$ cat src/rtl/stopwatch_pkg.sv
// Shared types and constants for the stopwatch control core.
package stopwatch_pkg;

  typedef enum logic [1:0] {IDLE, RUN, PAUSE, LAP} sw_state_t;
  typedef logic [3:0] bcd_t;

  localparam int unsigned DIGIT_MAX_DEC = 9;
  localparam int unsigned DIGIT_MAX_SEX = 5;
  localparam int          NUM_DIGITS    = 8;

  // Digit order is c1,c10,s1,s10,m1,m10,h1,h10; only the tens of seconds and minutes stop at 5.
  function automatic int unsigned digit_max(input int idx);
    return (idx == 3 || idx == 5) ? DIGIT_MAX_SEX : DIGIT_MAX_DEC;
  endfunction

endpackage

$ cat src/rtl/bcd_digit_counter.sv
// One BCD digit of the carry chain; counts 0..MAX and carries when it wraps.
module bcd_digit_counter
  import stopwatch_pkg::*;
#(
  parameter int unsigned MAX = DIGIT_MAX_DEC
) (
  input  logic clock,
  input  logic reset,
  input  logic clr,
  input  logic carry_in,
  input  logic hold,
  output bcd_t q,
  output logic carry_out
);

  localparam bcd_t QMAX = bcd_t'(MAX);

  logic at_max;

  assign at_max    = (q == QMAX);
  assign carry_out = carry_in & at_max;

  always_ff @(posedge clock) begin
    if (reset || clr) begin
      q <= '0;
    end else if (carry_in && !hold) begin
      q <= at_max ? '0 : q + 4'd1;
    end
  end

endmodule

$ cat src/rtl/stopwatch_ctrl.sv
// Stopwatch run/pause/lap control and HH:MM:SS.hh BCD timekeeping.
// Optional lap feature is built only when STOPWATCH_LAP_EN is defined.
module stopwatch_ctrl
  import stopwatch_pkg::*;
#(
  parameter bit SATURATE               = 1'b1,
  parameter bit TICK_IS_REQUIRED_PULSE = 1'b1
) (
  input  logic        clock,
  input  logic        reset,
  input  logic        start_stop,
  input  logic        lap,
  input  logic        clear,
  input  logic        tick,
  output logic [31:0] display_value,
  output logic        timer_run,
  output logic        timer_clear,
  output logic        running,
  output logic        lap_active,
  output logic        overflow
);

  sw_state_t                   state, next_state;
  logic                        tick_evt;
  logic                        counting;
  logic                        clear_ev, ss_ev;
  logic                        hold;
  logic [NUM_DIGITS:0]         carry;
  logic [4*NUM_DIGITS-1:0]     live;

  generate
    if (TICK_IS_REQUIRED_PULSE) begin : g_tick_raw
      assign tick_evt = tick;
    end else begin : g_tick_edge
      logic tick_q;
      always_ff @(posedge clock) begin
        if (reset) tick_q <= 1'b0;
        else       tick_q <= tick;
      end
      assign tick_evt = tick & ~tick_q;
    end
  endgenerate

  // clear is only meaningful while stopped, and then it outranks start_stop.
  assign clear_ev = clear & (state == IDLE || state == PAUSE);
  assign ss_ev    = start_stop & ~clear_ev;
  assign counting = (state == RUN) || (state == LAP);

`ifdef STOPWATCH_LAP_EN
  logic                    lap_ev;
  logic [4*NUM_DIGITS-1:0] snapshot;

  assign lap_ev = lap & ~start_stop & counting;

  always_ff @(posedge clock) begin
    if (reset)                        snapshot <= '0;
    else if (lap_ev && state == RUN)  snapshot <= live;
  end
`else
  logic unused_lap;
  assign unused_lap = lap;
`endif

  // Counter chain: the top carry means the count sits at 99:59:59.99 and is ticking.
  assign carry[0] = tick_evt & counting;
  assign hold     = SATURATE & carry[NUM_DIGITS];

  for (genvar i = 0; i < NUM_DIGITS; i++) begin : g_digit
    bcd_digit_counter #(
      .MAX(digit_max(i))
    ) u_cnt (
      .clock    (clock),
      .reset    (reset),
      .clr      (clear_ev),
      .carry_in (carry[i]),
      .hold     (hold),
      .q        (live[4*i +: 4]),
      .carry_out(carry[i+1])
    );
  end

  always_ff @(posedge clock) begin
    if (reset)                  overflow <= 1'b0;
    else if (clear_ev)          overflow <= 1'b0;
    else if (carry[NUM_DIGITS]) overflow <= 1'b1;
  end

  always_ff @(posedge clock) begin
    if (reset) state <= IDLE;
    else       state <= next_state;
  end

  always_comb begin
    next_state = state;
    case (state)
      IDLE:  if (ss_ev) next_state = RUN;
      RUN: begin
        if (ss_ev) next_state = PAUSE;
`ifdef STOPWATCH_LAP_EN
        else if (lap_ev) next_state = LAP;
`endif
      end
      PAUSE: begin
        if (clear_ev)   next_state = IDLE;
        else if (ss_ev) next_state = RUN;
      end
`ifdef STOPWATCH_LAP_EN
      LAP: begin
        if (ss_ev)       next_state = PAUSE;
        else if (lap_ev) next_state = RUN;
      end
`endif
      default: next_state = IDLE;
    endcase
  end

  always_comb begin
    timer_run     = 1'b0;
    running       = 1'b0;
    lap_active    = 1'b0;
    display_value = live;
    case (state)
      RUN: begin
        timer_run = 1'b1;
        running   = 1'b1;
      end
`ifdef STOPWATCH_LAP_EN
      LAP: begin
        timer_run     = 1'b1;
        running       = 1'b1;
        lap_active    = 1'b1;
        display_value = snapshot;
      end
`endif
      default: ;
    endcase
    // Restart the prescaler whenever counting (re)starts or the count is zeroed.
    timer_clear = (state == IDLE || state == PAUSE) && (start_stop || clear);
  end

endmodule

$ cat config.mk
export PLATFORM = sky130hd
export DESIGN_NAME = stopwatch_ctrl
export DESIGN_NICKNAME = d
export VERILOG_FILES = /design/src/rtl/stopwatch_pkg.sv /design/src/rtl/bcd_digit_counter.sv /design/src/rtl/stopwatch_ctrl.sv
export SDC_FILE = /design/constraint.sdc
export NUM_CORES = 1
export LEC_CHECK = 0
export ABC_AREA = 0
export CAP_MARGIN = 10
export CORE_MARGIN = 2
export CORE_UTILIZATION = 45
export DETAILED_ROUTE_END_ITERATION = 8
export GPL_TIMING_DRIVEN = 0
export HOLD_SLACK_MARGIN = 0.12
export PLACE_DENSITY_LB_ADDON = 0.08
export SETUP_SLACK_MARGIN = 0.05
export SLEW_MARGIN = 20
export SYNTH_ARGS = -nofsm -noshare
export SYNTH_HDL_FRONTEND = slang
export SYNTH_SLANG_ARGS = --single-unit
$ cat constraint.sdc
create_clock -name clock -period 2.4 [get_ports clock]
set_clock_uncertainty 0.1 [all_clocks]
set_input_delay 0.48 -clock clock [delete_from_list [all_inputs] [get_ports clock]]
set_output_delay 0.48 -clock clock [all_outputs]
set_load 0.02 [all_outputs]
# Word-level counts from Yosys, hierarchy flattened
# Index checks and enable logic that the tools add are counted.
# word_totals
in_bits	6
rom_bits	0
n_memories	0
ram_bits	0
latch_bits	0
ff_bits	35
output_inout_bits	37
word_cells	71
# classes
eq_ne	12
mul	0
bitwise_logic	12
order_cmp	0
div	0
n_shift	0
n_mux	13
n_reduce_logical	16
add_sub_neg	8
# ops
operator	n
4-bit by 1-bit adder with 4-bit output (second input constant)	8
4-bit 2-to-1 mux	8
4-bit == test (second input constant)	6
1-bit bitwise AND	11
1-bit logical AND	9
4-bit by 3-bit == test with 1-bit output (second input constant)	2
2-bit 2-to-1 mux	3
2-bit case mux with 3 select lines	1
2-bit == test (second input constant)	2
1-bit logical OR	4
2-bit by 1-bit == test with 1-bit output (second input constant)	1
2-bit zero test	1
2-bit != test (second input constant)	1
2-bit OR reduction	1
1-bit zero test	1
1-bit 2-to-1 mux	1
1-bit inverter	1

# Logic depth before layout (Yosys ltp)
# logic_depth
word_depth	13
mapped_depth	6
depth_no_buf	5

# Modules after synthesis
# A second synthesis with hierarchy kept.
# unflattened
cells_unflattened	195
area_unflattened_um2	1794.2
# by_module_without_submodules
module	cells_per_inst	instances	area_per_inst_um2
bcd_digit_counter at g_digit[0].u_cnt ...	22	6	200.2
bcd_digit_counter at g_digit[3].u_cnt ...	22	2	216.5
stopwatch_ctrl	19	1	160.2

# Worst setup path after synthesis
# OpenSTA, ideal clock, no wires.
# synth_timing
path_type	flip-flop to flip-flop
from	register g_digit[0].u_cnt.q[3]
to	register g_digit[7].u_cnt.q[1]
arrival_ns	1.924
setup_time_ns	0.128
setup_slack_ns	0.248
required_time_ns	2.172
stages_incl_launch_ff	7
cell_sequence	dfxtp_1 > or3b_4 > or3_4 > buf_6 > nor3_1 > mux2i_1 > nor2_1
# synth_between
elab_chain_len	11
# synth_rtl
element	line_no	rtl
from (decl)	bcd_digit_counter.sv:12	output bcd_t q,
from (signal assigned)	bcd_digit_counter.sv:27	q <= at_max ? '0 : q + 4'd1;
4-bit == test *	bcd_digit_counter.sv:20	assign at_max = (q == QMAX);
1-bit bitwise AND * (7 in series)	bcd_digit_counter.sv:21	assign carry_out = carry_in & at_max;
1-bit bitwise AND	bcd_digit_counter.sv:21	
1-bit zero test	bcd_digit_counter.sv:26	end else if (carry_in && !hold) begin
1-bit logical AND *	bcd_digit_counter.sv:26	
to (signal assigned)	bcd_digit_counter.sv:27	
to (decl)	bcd_digit_counter.sv:12	
# Every way passes the cells marked *; elsewhere a longest branch is shown, timed or not.
# A chain may end at the register's enable or synchronous reset.

# Worst setup path in the final report
# layout_timing
from	input port tick
to	register g_digit[6].u_cnt.q[1]
# layout_between
elab_chain_len	11
# layout_rtl
element	line_no	rtl
from (decl)	stopwatch_ctrl.sv:14	input logic tick,
1-bit bitwise AND *	stopwatch_ctrl.sv:65	assign carry[0] = tick_evt & counting;
1-bit bitwise AND * (6 in series)	bcd_digit_counter.sv:21	
1-bit bitwise AND (2 in series)	bcd_digit_counter.sv:21	
1-bit zero test	bcd_digit_counter.sv:26	
1-bit logical AND *	bcd_digit_counter.sv:26	
to (signal assigned)	bcd_digit_counter.sv:27	
to (decl)	bcd_digit_counter.sv:12	
# Marks and branches as above.

==> impl_metrics.yaml <==
status:
  run_status: "finished clean"
yosys:
  post_synth_fa_ha_maj_area_fraction_pct: 0
  synth_top_family_by_area: "simple AND/OR/NAND/NOR gates"
  ys.warnings.count: 0
  synth.area.mux_share_pct: 2.66
  post_synth_and_or_nand_nor_area_fraction_pct: 37.2
  synth-seq-cells: 35
  synth_compound_area_share_pct: 14.1
  ys_dominant_reg_cell: "dfxtp_1"
  ys_types: 46
  synth_area_sq_um: 1880
  synthCells: 223
  syn_nets: 229
  synth_enable_flop_cells: 0
  async_flop_share_pct: 0
  syn-mean-instance-area_sq_um: 8.44
  synth_xor_area_share_pct: 4.19
  yosysSeqAreaShare_pct: 37.2
timing:
  timing.final.max_slew_violations: 0
  grt_setup_unrepaired: "yes"
  report.final.hold_viol_count: 0
  fin_crit_ns: 2.26
  timing.max_slew.rel_slack_pct: 57.7
  hold_slack_ns: 0.384
  layout_worst_path_cycle_share_pct: 94.2
  fmaxAchievable_mhz: 442
  worst-slew-pin-transition_ns: 0.634
  setup_ws_ns: 0.139
  timing.final.setup_violations: 0
final_layout:
  fin_util_pct: 62.2
  drive_gt1_share_pct: 12.7
  final_net_count: 280
  area.growth.synth_to_final_pct: 32.1
  number_of_filler_instances_in_the_final_layout: 375
  ant_cells: 0
routing:
  detail_route.vias_per_cell: 5.53
  number_of_drc_violations_after_detailed_routing: 0
  route.met3.wl_um: 210
  route.final.wire_length_um: 4540
  route.met2.wl_um: 2150
  post_drt_wl_per_cell_um: 14.0
  ant_nets: 0
  via_count: 1797
  wirelength_met1_um: 2120
  drt_iter0_markers: 78
  highest_layer: "met4"
  detail_route.first_pass.iterations: 4
placed_design:
  gp_routability_congestion: 0.842
  port-buffer-count: 40
  dpl_wire_length_um: 3200
  dpl_worst_slack_ns: -0.342
clock_tree:
  cts-buffers-inserted: 5
  clk_pin_slew_worst_paths_ns: 0.07
  cts_hold_buffers: 0
  clkSinkCount: 35
  cts_buffer_depth: 2
  cts_tree: "built"
  clock_insertion_delay_at_the_later_pin_of_the_skew_report_ns: 0.29
  ctsHtreeMaxLevel: 2
  root_buffer: "clkbuf_8"
setup_path:
  r2r.worst_path.cells: 6
  required_ns: 2.47
  worst-path-max-fanout: 10
  category_of_the_worst_setup_path_capture_point: "flip-flop"
  worst_path_arrival_ns: 2.33
  worst-setup-path-type: "input port to flip-flop"
  critical_path.startpoint: "tick"
  cp-start-kind: "input port"
  rr_startpoint: "g_digit[4].u_cnt.q[0]"
power:
  power_per_cell_area_nw_per_um2: 425
  leakage_nw: 0.807
  power_mw: 1.06
  vdd_ir_drop_max_mv: 0.286
die:
  floorplan.core_area_sq_um: 4000
  dieArea_sq_um: 4710
  floorplan.die.width_um: 68.7
  floorplan.die.height_um: 68.7
  io_pins: 43
  start_util_pct: 47.0
  row_count: 23
flow_run:
  max_cap_viol: 0
global_routing:
  grt_first_pass_wirelength_um: 7630
  track_usage_pct: 21.8
  grt_max_degree: 11
  antenna_found_initial: 0
  via_count_of_the_first_global_routing_pass: 1701
  global_route.overflow_total: 0
worst_hold_path:
  hold_depth: 2
  holdCritStartpoint: "overflow"
  worstHoldPathType: "flip-flop to flip-flop"
[synthesized netlist by cell type (all sizes together) (4+ instances only)]
library cell,n,area [sq um]
dfxtp,35,701
nor2,29,109
a21oi,17,85.1
nand2,17,63.8
o21ai,13,65.1
inv,12,45.0
nand3,8,40.0
nor2b,8,50.1
or3,8,55.1
nor3,7,56.3
xnor2,7,61.3
nor4,6,95.1
nor4bb,6,60.1
mux2i,5,50.1
buf,4,30.0
nand4,4,25.0
[cells by family after synthesis]
group,after synthesis
AO/OA/AOI/OAI,44
XOR/XNOR,9
buffers and inverters,18
flip-flops,35
multiplexers,5
other,1
AND/OR/NAND/NOR,111
[layout by cell type (no fill, tap or decap), types with 3 or more instances in the layout]
cell and count:
clkdlybuf4s50_1 39, dfxtp_1 34, nor2_1 28, a21oi_1 17, nand2_1 16, o21ai_0 13
inv_1 12, nor2b_1 8, xnor2_1 7, nand3_1 7, or3_1 7, buf_4 6
mux2i_1 5, clkbuf_8 5, clkbuf_1 4, nand4_1 4, nor3_1 4, a21o_1 3
nor4bb_1 3, nor4bb_2 3, nor3b_1 3, and3_1 3, or4_1 3, nor4_4 3
[state kept, by name, summed over array words and instances, names as in the netlist]
register,count
state,2
overflow,1
g_digit.u_cnt.q,32
[stage by stage]
stage	cells	area [sq um]	setup TNS [ns]
finish	325	2490	0
global route	325	2490	0
CTS	323	2440	0
detailed placement	313	2340	-6.03
global placement	313	2340	-6.05
floorplan	223	1880	0
[cell type report]
class | instances | area [sq um] | share of cell area (%)
multi-input combinational | 170 | 1130 | 45.3
sequential | 35 | 702 | 28.2
timing repair buffer | 44 | 429 | 17.3
clock buffer | 7 | 76.3 | 3.07
tap | 50 | 62.6 | 2.52
inverter | 12 | 45.0 | 1.81
buffer | 6 | 38.8 | 1.56
clock inverter | 1 | 5.00 | 0.201
[worst paths after layout]
kind	endpoint	slack (ns)
worst max register to register	g_digit[2].u_cnt.q[3]	0.22
worst min register to register	overflow	0.38
worst min-delay path	overflow	0.38
worst max-delay path	g_digit[6].u_cnt.q[1]	0.14
[metal layers]
layer  global-route usage [%]  vias to the layer above
met4                     6.75                        0
met3                     6.82                        6
met1                     26.7                      857
met5                        0                        -
li1                         -                      901
met2                     36.3                       33
[critical path, cell delays in order]
cell	delay (ns)
clkdlybuf4s50_1	0.49
nand3_2	0.19
or3_4	0.48
buf_6	0.17
nor3_2	0.23
mux2i_1	0.22
nor2_1	0.05
[what timing repair did]
action,CTS,global route
pin swaps,1,3
gates resized for setup,2,7
buffers inserted,2,2
setup endpoints to repair,7,21
gates cloned,0,0
[report_power, final]
group	switching (mW)	internal, mW	leakage [nW]
logic	0.0335	0.0201	0.483
registers	0.00225	0.583	0.282
clock network	0.216	0.204	0.0422
No activity file was read; power rests on OpenSTA's default activity.
